File: src/rtl/cla_pipe_addsub.sv
`default_nettype none
// ============================================================================
//  Module      : cla_pipe_addsub
//  Description : Pipelined carry-lookahead adder/subtractor. The operands are
//                cut into GROUP-bit lookahead slices; each pipeline stage
//                resolves one slice and hands a registered carry to the next.
//                A valid/ready handshake on both sides, with one global
//                advance enable, streams one operation per clock.
//  Revision    : 1.0 - initial release
// ============================================================================
module cla_pipe_addsub #(
    parameter int WIDTH = 16,
    parameter int GROUP = 4
) (
    input  logic             clk,
    input  logic             rst,
    input  logic             in_valid,
    output logic             in_ready,
    input  logic [WIDTH-1:0] A,
    input  logic [WIDTH-1:0] B,
    input  logic             c0,
    input  logic             sub,
    output logic             out_valid,
    input  logic             out_ready,
    output logic [WIDTH-1:0] S,
    output logic             c_out,
    output logic             ovf,
    output logic             zero
);

    localparam int c_nstg = WIDTH / GROUP;
    localparam int c_last = c_nstg - 1;

    // Reject geometries that do not tile the operand into whole slices.
    generate
        if ((GROUP < 1) || (GROUP > 8) || ((WIDTH % GROUP) != 0)) begin : g_bad_params
            $error("cla_pipe_addsub: WIDTH must be a multiple of GROUP and GROUP must be 1..8");
        end
    endgenerate

    // Pipeline registers feeding slice k. r_s[k] holds the sum bits already
    // resolved by the slices below k; r_a/r_b carry the still-unused operand
    // bits forward so each slice sees its operands together with its carry.
    logic [c_nstg-1:0][WIDTH-1:0] r_a;
    logic [c_nstg-1:0][WIDTH-1:0] r_b;
    logic [c_nstg-1:0][WIDTH-1:0] r_s;
    logic [c_nstg-1:0]            r_c;
    logic [c_nstg-1:0]            r_v;

    // Output register
    logic [WIDTH-1:0] r_s_out;
    logic             r_c_out;
    logic             r_ovf;
    logic             r_zero;
    logic             r_out_v;

    // Per-slice combinational results
    logic [c_nstg-1:0][WIDTH-1:0] w_s_next;
    logic [c_nstg-1:0]            w_cout;
    logic [c_nstg-1:0]            w_cmsb;
    logic                         w_en;

    // Whole pipe advances together; it only freezes when a result is waiting
    // and the consumer is not taking it.
    assign w_en     = !r_out_v || out_ready;
    assign in_ready = w_en;

    generate
        for (genvar k = 0; k < c_nstg; k++) begin : g_slice
            logic [GROUP-1:0] w_a;
            logic [GROUP-1:0] w_b;
            logic [GROUP-1:0] w_g;
            logic [GROUP-1:0] w_p;
            logic [GROUP:0]   w_cc;
            logic [GROUP-1:0] w_sum;
            logic [WIDTH-1:0] w_merge;

            assign w_a = r_a[k][k*GROUP +: GROUP];
            assign w_b = r_b[k][k*GROUP +: GROUP];
            assign w_g = w_a & w_b;
            assign w_p = w_a | w_b;

            // Fully expanded lookahead: every carry is a flat sum of products
            // of generate/propagate terms and the registered slice carry-in.
            always_comb begin : b_lookahead
                logic w_acc;
                logic w_term;
                w_acc   = 1'b0;
                w_term  = 1'b0;
                w_cc    = '0;
                w_cc[0] = r_c[k];
                for (int i = 0; i < GROUP; i++) begin
                    w_acc = r_c[k];
                    for (int j = 0; j <= i; j++) begin
                        w_acc = w_acc & w_p[j];
                    end
                    for (int j = 0; j <= i; j++) begin
                        w_term = w_g[j];
                        for (int m = j + 1; m <= i; m++) begin
                            w_term = w_term & w_p[m];
                        end
                        w_acc = w_acc | w_term;
                    end
                    w_cc[i+1] = w_acc;
                end
            end

            assign w_sum = w_a ^ w_b ^ w_cc[GROUP-1:0];

            // Drop this slice's sum into the partial result travelling with it.
            always_comb begin
                w_merge = r_s[k];
                w_merge[k*GROUP +: GROUP] = w_sum;
            end

            assign w_s_next[k] = w_merge;
            assign w_cout[k]   = w_cc[GROUP];
            assign w_cmsb[k]   = w_cc[GROUP-1];
        end
    endgenerate

    // Shift operands, partial sums, carries and valid bits one stage per
    // enabled clock; reset empties the pipe and clears the output register.
    always_ff @(posedge clk) begin
        if (rst) begin
            r_v     <= '0;
            r_out_v <= 1'b0;
            r_s_out <= '0;
            r_c_out <= 1'b0;
            r_ovf   <= 1'b0;
            r_zero  <= 1'b0;
        end else if (w_en) begin
            r_v[0] <= in_valid;
            r_a[0] <= A;
            r_b[0] <= sub ? ~B : B;
            r_c[0] <= sub | c0;
            r_s[0] <= '0;
            for (int k = 1; k < c_nstg; k++) begin
                r_v[k] <= r_v[k-1];
                r_a[k] <= r_a[k-1];
                r_b[k] <= r_b[k-1];
                r_s[k] <= w_s_next[k-1];
                r_c[k] <= w_cout[k-1];
            end
            r_out_v <= r_v[c_last];
            r_s_out <= w_s_next[c_last];
            r_c_out <= w_cout[c_last];
            r_ovf   <= w_cmsb[c_last] ^ w_cout[c_last];
            r_zero  <= ~|w_s_next[c_last];
        end
    end

    // Operand bits below the last slice and inner-slice MSB carries of the
    // lower slices are never consumed.
    logic w_unused;
    assign w_unused = ^{r_a[c_last], r_b[c_last], w_cmsb};

    assign out_valid = r_out_v;
    assign S         = r_s_out;
    assign c_out     = r_c_out;
    assign ovf       = r_ovf;
    assign zero      = r_zero;

endmodule
`default_nettype wire

File: config.mk
export PLATFORM = sky130hd
export DESIGN_NAME = cla_pipe_addsub
export DESIGN_NICKNAME = d
export VERILOG_FILES = /design/src/rtl/cla_pipe_addsub.sv
export SDC_FILE = /design/constraint.sdc
export NUM_CORES = 1
export LEC_CHECK = 0
export CORE_MARGIN = 8
export CORE_UTILIZATION = 30
export CTS_CLUSTER_SIZE = 16
export DETAILED_ROUTE_END_ITERATION = 8
export SLEW_MARGIN = 0
export SYNTH_ARGS = -nofsm -noshare
export SYNTH_HDL_FRONTEND = slang
export SYNTH_SLANG_ARGS = --single-unit
File: constraint.sdc
create_clock -name clk -period 5.2 [get_ports clk]
set_input_delay 0.78 -clock clk [delete_from_list [all_inputs] [get_ports clk]]
set_output_delay 0.78 -clock clk [all_outputs]
set_load 0.02 [all_outputs]
==> impl_metrics.json, run 1 <==
{
  "power_density_nw_per_um2": 390,
  "pwr-share-comb_pct": 7.9,
  "critPathRequiredTime_ns": 4.42,
  "holdPathEnd": "g_slice[1].w_a[2]",
  "finalSetupTns_ns": 0,
  "antenna_found_initial": 0,
  "ys_types": 33,
  "synthCells": 352,
  "switching_share_pct": 22.4,
  "clkLatencyLatePin_ns": 0.42,
  "wl_per_cell_um": 11.5,
  "r2r-end": "g_slice[1].w_a[1]",
  "dr.first_iter.drc_count": 131,
  "p_seq_share_pct": 49.4,
  "grt_usage_pct": 7.45,
  "hp-class": "flop to flop",
  "num_io_pins": 59,
  "yosys-top-cells-count": "edfxtp_1, inv_1, nand2_1, ha_1, a21oi_1",
  "cts_tree": "built",
  "syn_nets": 426,
  "holdBufCountCts": 0,
  "die_w_um": 148,
  "area_delta_synth_final_pct": 27.5,
  "synth_seq_cells": 132,
  "start_kind": "input pin",
  "synth_top_area_share_pct": 62.4,
  "totalWireLength_mm": 7.59,
  "coreArea_sq_um": 17100,
  "cts_inserted_buffers": 17,
  "synth-xor-area-share_pct": 4.69,
  "yosys.cell_count.top_type": "edfxtp_1",
  "initial_core_util_pct": 30.4,
  "switchingPower_uw": 578,
  "syn_area_per_cell_sq_um": 14.8,
  "crit_fanout": 25,
  "nNetsFinal": 499,
  "drc": 0,
  "rsz0062_at_grt": "no",
  "place_hpwl_mm": 5.37,
  "synthMuxAreaShare_pct": 0,
  "worstMarginPinSlew_ns": 0.910,
  "placed_cells": 631,
  "instances_no_fill": 663,
  "cap_violations": 0,
  "cts_max_path_buffers": 2,
  "antenna_cells": 0,
  "grt_pass1_wl_mm": 12.6,
  "fin_skew_ns": 0.00809,
  "num_vias": 2642,
  "synth_ff_type": "edfxtp_1",
  "synth.largest_area_cell": "edfxtp_1",
  "vias_per_cell": 3.98,
  "synth_edf_count": 108,
  "synth-simple-area-share_pct": 5.20,
  "portBuffers": 58,
  "r2r_cells": 4,
  "status": "complete, no violations",
  "first_pass_iters": 5,
  "arrival_ns": 2.49,
  "synth-adder-area-share_pct": 9.24,
  "async_reset_ff_share_pct": 0,
  "path_class": "input pin to output pin",
  "synth_top_family_by_area": "adder cells",
  "peakVddDrop_mv": 0.221,
  "drive_gt1_share_pct": 11.4,
  "ys_seq_area_share_pct": 71.6,
  "internal-power_uw": 2010,
  "min_from": "r_a[6]",
  "p_leak_uw": 0.00256,
  "fin_crit_sh_pct": 63.0,
  "clock_power_share_pct": 42.7,
  "ant_nets": 0,
  "num_rows": 48,
  "cts-root-buf": "clkbuf_16",
  "slew_violations": 0,
  "setup_viol": 0,
  "multi_input_area_sq_um": 1270,
  "gp_congestion": 0.727,
  "post-cts-setup-buffers": 0,
  "fin_crit_ns": 3.27,
  "synth_compound_area_share_pct": 5.20,
  "synth.area.top_cells": "edfxtp_1, dfxtp_1, ha_1, inv_1, xor2_1",
  "syn_area_sq_um": 5200,
  "path_clk_slew_ns": 0.06,
  "htreeDepth": 4,
  "fmax_mhz": 305,
  "ff2ff_setup_slack_ns": 3.13,
  "grt_pass1_vias": 2701,
  "endpoint_kind": "output pin",
  "grt_max_degree": 36,
  "grt.overflow.total": 0,
  "min_path_cells": 0,
  "clkSinkCount": 132,
  "yosysWarningCount": 0,
  "relSlewSlack_pct": 39.2,
  "cts_resized": 0,
  "r2r_start": "out_valid",
  "fill_cells": 1612,
  "dieArea_sq_um": 21800,
  "hold_viol": 0,
  "seqCellArea_sq_um": 3720,
  "dieHeight_um": 148
}
## registers in the layout (all words and copies together), names as in the netlist, 4 cells and up
signal           count
r_a                 24
S                   16
g_slice.w_b         16
r_b                 24
r_c                  4
r_v                  4
g_slice.w_merge     24
g_slice.w_a         16
## layout make-up
class / instances / area share, %
Clock buffer: 18 / 6.48
Clock inverter: 14 / 1.93
Inverter: 45 / 2.55
Multi-Input combinational cell: 165 / 19.2
Sequential cell: 132 / 56.2
Tap cell: 225 / 4.25
Timing Repair Buffer: 64 / 9.44
## how the worst max path moves through the flow
stage          slack, ns  cells past startpoint  endpoint      start
2_1_floorplan       0.75                      5      zero  out_ready
3_3_place_gp        1.91                      3    r_a[4]        rst
3_5_place_dp        1.85                      3   r_b[11]        rst
4_1_cts             1.93                      5  in_ready  out_ready
5_1_grt             1.85                      5  in_ready  out_ready
6_report            1.93                      5  in_ready  out_ready
## per-layer routing
layer / global-route usage [%] / up-vias / part of all wire, %
met2: 10.7 / 73 / 45
met5: 0 / - / 0
met4: 5.81 / 0 / 1.7
met1: 8.86 / 1204 / 47
met3: 2.87 / 11 / 6.8
li1: - / 1354 / -
## worst max-delay path: stages
cell and delay, ns:
clkdlybuf4s50_1 0.46, nor2b_1 0.04, buf_4 0.21, inv_2 0.31, clkdlybuf4s50_1 0.68
## cell families after synthesis
kind of cell,Yosys count
adders and majority gates,36
buffers and inverters,55
DFF,132
AOI/OAI and AO/OA,42
and+or+nand+nor,60
xor gates and xnor gates,27
## power groups by stage
stage	Clock, uW	Combinational, uW	Sequential (uW)
3_3_place_gp	0	204	1300
3_5_place_dp	0	208	1300
5_1_grt	1180	229	1290
4_1_cts	1140	209	1280
6_report	1100	204	1280
2_1_floorplan	0	108	1310
## through the flow
stage                     worst slack, ns  hold slack [ns]  utilization, %  instance area [sq um]  total power, uW
after floorplan                     0.747            0.400               -                   5200             1420
after detailed placement             1.85            0.405            35.5                   6070             1510
after global placement               1.91            0.403            35.5                   6070             1500
after CTS                            1.93            0.409            38.7                   6630             2620
after global routing                 1.85            0.408            38.7                   6630             2700
final                                1.93            0.416            38.7                   6630             2580
## cell usage in the layout (no fill, tap or decap), drive strengths merged
master / netlist / layout
a2111oi: 1 / 1
a211o: 1 / 1
a211oi: 3 / 3
a21oi: 25 / 25
a31oi: 1 / 1
buf: 2 / 6
bufinv: 0 / 1
clkbuf: 8 / 18
clkdlybuf4s50: 0 / 58
clkinv: 0 / 6
clkinvlp: 0 / 3
dfxtp: 24 / 24
edfxtp: 108 / 108
fa: 4 / 4
ha: 32 / 32
inv: 45 / 49
nand2: 39 / 39
nand2b: 2 / 2
nand3b: 1 / 1
nand4: 1 / 1
nor2: 8 / 8
nor2b: 2 / 2
nor3: 3 / 3
nor4: 1 / 1
o21ba: 3 / 3
o21bai: 6 / 6
o22ai: 1 / 1
o31ai: 1 / 1
or2: 1 / 1
or4: 2 / 2
xnor2: 10 / 10
xor2: 17 / 17
(Power assumes the default switching activity.)
==> run 2: changes to the inputs <==
clock period = 3.3 ns   (was 5.2 ns; I/O delays follow)
==> run 2 against run 1 <==
Against the previous run:
- cell count down 0.45%
- die area unchanged
- core utilization increased by 0.095 points
- first-iteration DRC count up 9.2%
- critical path depth fell by 1
- worst hold slack got worse by 0.0020 ns
- via count shrank 0.64%
- clock power is 65% higher
- cell area rose by 0.25%
==> impl_metrics.json, run 2 (synthesized netlist as in run 1, its figures left out) <==
{
  "drc": 0,
  "r2r-end": "zero",
  "finalSetupTns_ns": 0,
  "p_seq_share_pct": 48.5,
  "grt_usage_pct": 7.43,
  "design_area_sq_um": 6640,
  "worstMarginPinSlew_ns": 0.924,
  "path_clk_slew_ns": 0.06,
  "hp-class": "flop to flop",
  "area_delta_synth_final_pct": 27.8,
  "path_class": "input pin to output pin",
  "grt_pass1_wl_mm": 12.4,
  "pwr-share-comb_pct": 7.7,
  "min_path_cells": 0,
  "cts_inserted_buffers": 17,
  "num_rows": 48,
  "portBuffers": 58,
  "gp_congestion": 0.694,
  "wl_per_cell_um": 11.6,
  "arrival_ns": 2.00,
  "num_vias": 2625,
  "antenna_cells": 0,
  "dieArea_sq_um": 21800,
  "crit_chain": "clkdlybuf4s50_1 > nor2b_1 > inv_2 > clkdlybuf4s50_1",
  "htreeDepth": 4,
  "ff2ff_setup_slack_ns": 1.38,
  "fin_crit_ns": 2.49,
  "path_buf_inv": 3,
  "setup_viol": 0,
  "holdBufCountCts": 0,
  "slowest_delay_ns": 0.68,
  "peakVddDrop_mv": 0.367,
  "grt.overflow.total": 0,
  "internal-power_uw": 3240,
  "critPathRequiredTime_ns": 2.80,
  "fmax_mhz": 401,
  "p_total_uw": 4150,
  "slowest_stage": "clkdlybuf4s50_1",
  "fin_crit_sh_pct": 75.5,
  "first_pass_iters": 4,
  "grt_pass1_vias": 2656,
  "antenna_found_initial": 0,
  "postPlaceCellArea_sq_um": 6060,
  "cts_resized": 0,
  "die_w_um": 148,
  "cts_max_path_buffers": 2,
  "post-cts-setup-buffers": 0,
  "cap_violations": 0,
  "rsz0062_at_grt": "no",
  "cts_tree": "built",
  "clkLatencyLatePin_ns": 0.41,
  "final_cell_mix": "edfxtp_1, clkdlybuf4s50_1, inv_1, nand2_1, ha_1",
  "endpoint_kind": "output pin",
  "fin_skew_ns": 0.0102,
  "holdPathEnd": "r_a[26]",
  "cts-root-buf": "clkbuf_16",
  "r2r_cells": 5,
  "nNetsFinal": 496,
  "vias_per_cell": 3.98,
  "dieHeight_um": 148,
  "min_from": "r_a[10]",
  "status": "complete, no violations",
  "crit_family": "buffers and inverters",
  "clock_power_share_pct": 43.8,
  "drive_gt1_share_pct": 11.3,
  "grt_max_degree": 103,
  "ant_nets": 0,
  "relSlewSlack_pct": 38.2,
  "initial_core_util_pct": 30.4,
  "hold_viol": 0,
  "place_hpwl_mm": 5.26,
  "num_io_pins": 59,
  "final_common_cell": "edfxtp_1",
  "r2r_start": "g_slice[3].w_a[0]",
  "crit_top_cell": "clkdlybuf4s50_1",
  "start_kind": "input pin",
  "coreArea_sq_um": 17100,
  "crit_fanout": 25,
  "totalWireLength_mm": 7.68,
  "clkSinkCount": 132,
  "dr.first_iter.drc_count": 143,
  "slew_violations": 0,
  "timing.hold.ws_ns": 0.414,
  "p_leak_uw": 0.00256,
  "switching_share_pct": 22.1,
  "switchingPower_uw": 916,
  "power_density_nw_per_um2": 625
}
==> run 2: worst max-delay path by stage <==
stage	from	to	slack, ns	cells past startpoint
floorplan	out_ready	zero	0.41	5
global placement	out_ready	in_ready	0.82	4
detailed placement	out_ready	in_ready	0.80	4
CTS	out_ready	in_ready	0.80	4
global route	out_ready	in_ready	0.72	4
finish	out_ready	in_ready	0.81	4
==> run 2: area by class of cell <==
type / count / area, sq um
Fill cell: 1588 / 10500
Sequential cell: 132 / 3720
Multi-Input combinational cell: 165 / 1270
Timing Repair Buffer: 61 / 616
Clock buffer: 17 / 425
Tap cell: 225 / 282
Inverter: 45 / 169
Clock inverter: 15 / 158
==> run 2: power groups by stage <==
stage                     clock [uW]  combinational, uW  sequential, uW
after global routing            1940                359            2030
after floorplan                    0                172            2060
after global placement             0                318            2050
final                           1820                321            2010
after CTS                       1860                327            2020
after detailed placement           0                326            2050
==> run 2: metrics by stage <==
| stage | util, % | worst slack, ns | instances |
|---|---|---|---|
| 2_1_floorplan | - | 0.413 | 352 |
| 3_3_place_gp | 35.4 | 0.817 | 628 |
| 3_5_place_dp | 35.4 | 0.805 | 628 |
| 4_1_cts | 38.8 | 0.798 | 660 |
| 5_1_grt | 38.8 | 0.724 | 660 |
| 6_report | 38.8 | 0.808 | 660 |
==> run 2: per-layer routing <==
layer  routed length [um]  global-route usage (%)
met4                   92                    4.28
met3                  476                    3.39
met2                 3550                    11.1
met5                    0                       0
met1                 3560                    8.65
==> run 3: changes to the inputs <==
clock period = 2.03 ns   (was 3.3 ns; I/O delays follow)
==> run 3 against run 2 <==
Against the previous run:
- clock-buffer cell count increased by 1
- power is 64% higher
- register-to-register slack lost 1.3 ns
- clock power rose by 65%
- flip-flop and latch count did not move
- via count up 2.8%
- cell count increased by 1.5%
- critical path depth increased by 1
- global-route usage increased by 0.26 points
- critical endpoint is now zero
- largest power group unchanged
==> impl_metrics.json, run 3 (synthesized netlist as in run 1, its figures left out) <==
{
  "path_buf_inv": 0,
  "fin_skew_ns": 0.00846,
  "path_class": "flop to flop",
  "num_io_pins": 59,
  "drive_gt1_share_pct": 12.8,
  "cts_tree": "built",
  "hp-class": "flop to flop",
  "crit_family": "simple AND/OR/NAND/NOR gates",
  "endpoint_kind": "flop",
  "dr.first_iter.drc_count": 96,
  "dieHeight_um": 148,
  "arrival_ns": 2.23,
  "cap_violations": 0,
  "critPathRequiredTime_ns": 2.36,
  "start_kind": "flop",
  "postPlaceCellArea_sq_um": 6130,
  "hold_viol": 0,
  "num_vias": 2699,
  "dieArea_sq_um": 21800,
  "clkSinkCount": 132,
  "gp_congestion": 0.694,
  "antenna_cells": 0,
  "worstMarginPinSlew_ns": 0.488,
  "first_pass_iters": 4,
  "peakVddDrop_mv": 0.535,
  "cts-root-buf": "clkbuf_16",
  "grt_pass1_wl_mm": 12.8,
  "cts_inserted_buffers": 17,
  "portBuffers": 58,
  "drc": 0,
  "htreeDepth": 4,
  "setup_viol": 0,
  "p_total_uw": 6820,
  "crit_fanout": 2,
  "fin_crit_ns": 1.90,
  "grt_usage_pct": 7.69,
  "antenna_found_initial": 0,
  "p_leak_uw": 0.00262,
  "die_w_um": 148,
  "slew_violations": 0,
  "grt_max_degree": 39,
  "coreArea_sq_um": 17100,
  "relSlewSlack_pct": 66.6,
  "status": "complete, no violations",
  "ant_nets": 0,
  "fin_crit_sh_pct": 93.8,
  "slowest_stage": "fa_1",
  "num_rows": 48,
  "fill_cells": 1579,
  "cts_max_path_buffers": 2,
  "vias_per_cell": 4.03,
  "crit_chain": "fa_1 > or4_4 > nor4_4 > nand4_1 > o31ai_2",
  "design_area_sq_um": 6750,
  "wl_per_cell_um": 11.5,
  "fmax_mhz": 525,
  "path_clk_slew_ns": 0.05,
  "place_hpwl_mm": 5.51,
  "clkLatencyLatePin_ns": 0.41,
  "grt.overflow.total": 0,
  "totalWireLength_mm": 7.70,
  "nNetsFinal": 506,
  "grt_pass1_vias": 2779,
  "final_common_cell": "edfxtp_1",
  "area_delta_synth_final_pct": 29.8,
  "rsz0062_at_grt": "no",
  "slowest_delay_ns": 0.51,
  "initial_core_util_pct": 30.4,
  "final_cell_mix": "edfxtp_1, clkdlybuf4s50_1, inv_1, nand2_1, ha_1",
  "power_density_nw_per_um2": 1010
}
[run 3: path summary, 6_finish.rpt]
check / start / to / slack [ns] / depth (start not counted)
max: g_slice[3].w_a[0] / zero / 0.13 / 5
min: r_b[13] / r_b[29] / 0.42 / 0
max reg2reg: g_slice[3].w_a[0] / zero / 0.13 / 5
min reg2reg: r_b[13] / r_b[29] / 0.42 / 0
[run 3: metrics by stage]
step           utilization [%]  TNS, ns  cells  setup WS (ns)  hold slack [ns]
6_report                  39.4        0    670          0.126            0.417
5_1_grt                   39.4        0    670        0.00881            0.420
4_1_cts                   39.2        0    667         0.0395            0.417
3_5_place_dp              35.8        0    635         0.0581            0.405
3_3_place_gp              35.8        0    635          0.125            0.401
2_1_floorplan                -   -68.89    352         -0.793            0.400
[run 3: area by class of cell]
class / instances / area [sq um] / share of cell area (%)
clock buffers: 18 / 429 / 6.36
multi-input cells: 165 / 1280 / 19.0
inverters: 45 / 169 / 2.50
clock inverters: 14 / 161 / 2.39
well taps: 225 / 282 / 4.17
flip-flops and latches: 132 / 3720 / 55.2
repair buffers: 71 / 703 / 10.4
[run 3: report_power, final]
group | internal [uW] | total (uW) | switching [uW]
clock network | 1920 | 3000 | 1090
registers | 3190 | 3270 | 83.6
logic | 277 | 545 | 268
total | 5380 | 6820 | 1440
[run 3: what timing repair did]
action / 4_1_cts / 5_1_grt
hold buffers: 0 / 0
setup endpoints to repair: 0 / 1
resized for setup: 0 / 1
buffers inserted: 0 / 3
[run 3: layer usage]
layer	share of wire, %	up-vias	global-route usage [%]
met5	0	-	0
met4	2.9	0	5.35
met3	6.8	17	3.67
met2	46	70	11.2
met1	45	1248	8.79
li1	-	1364	-
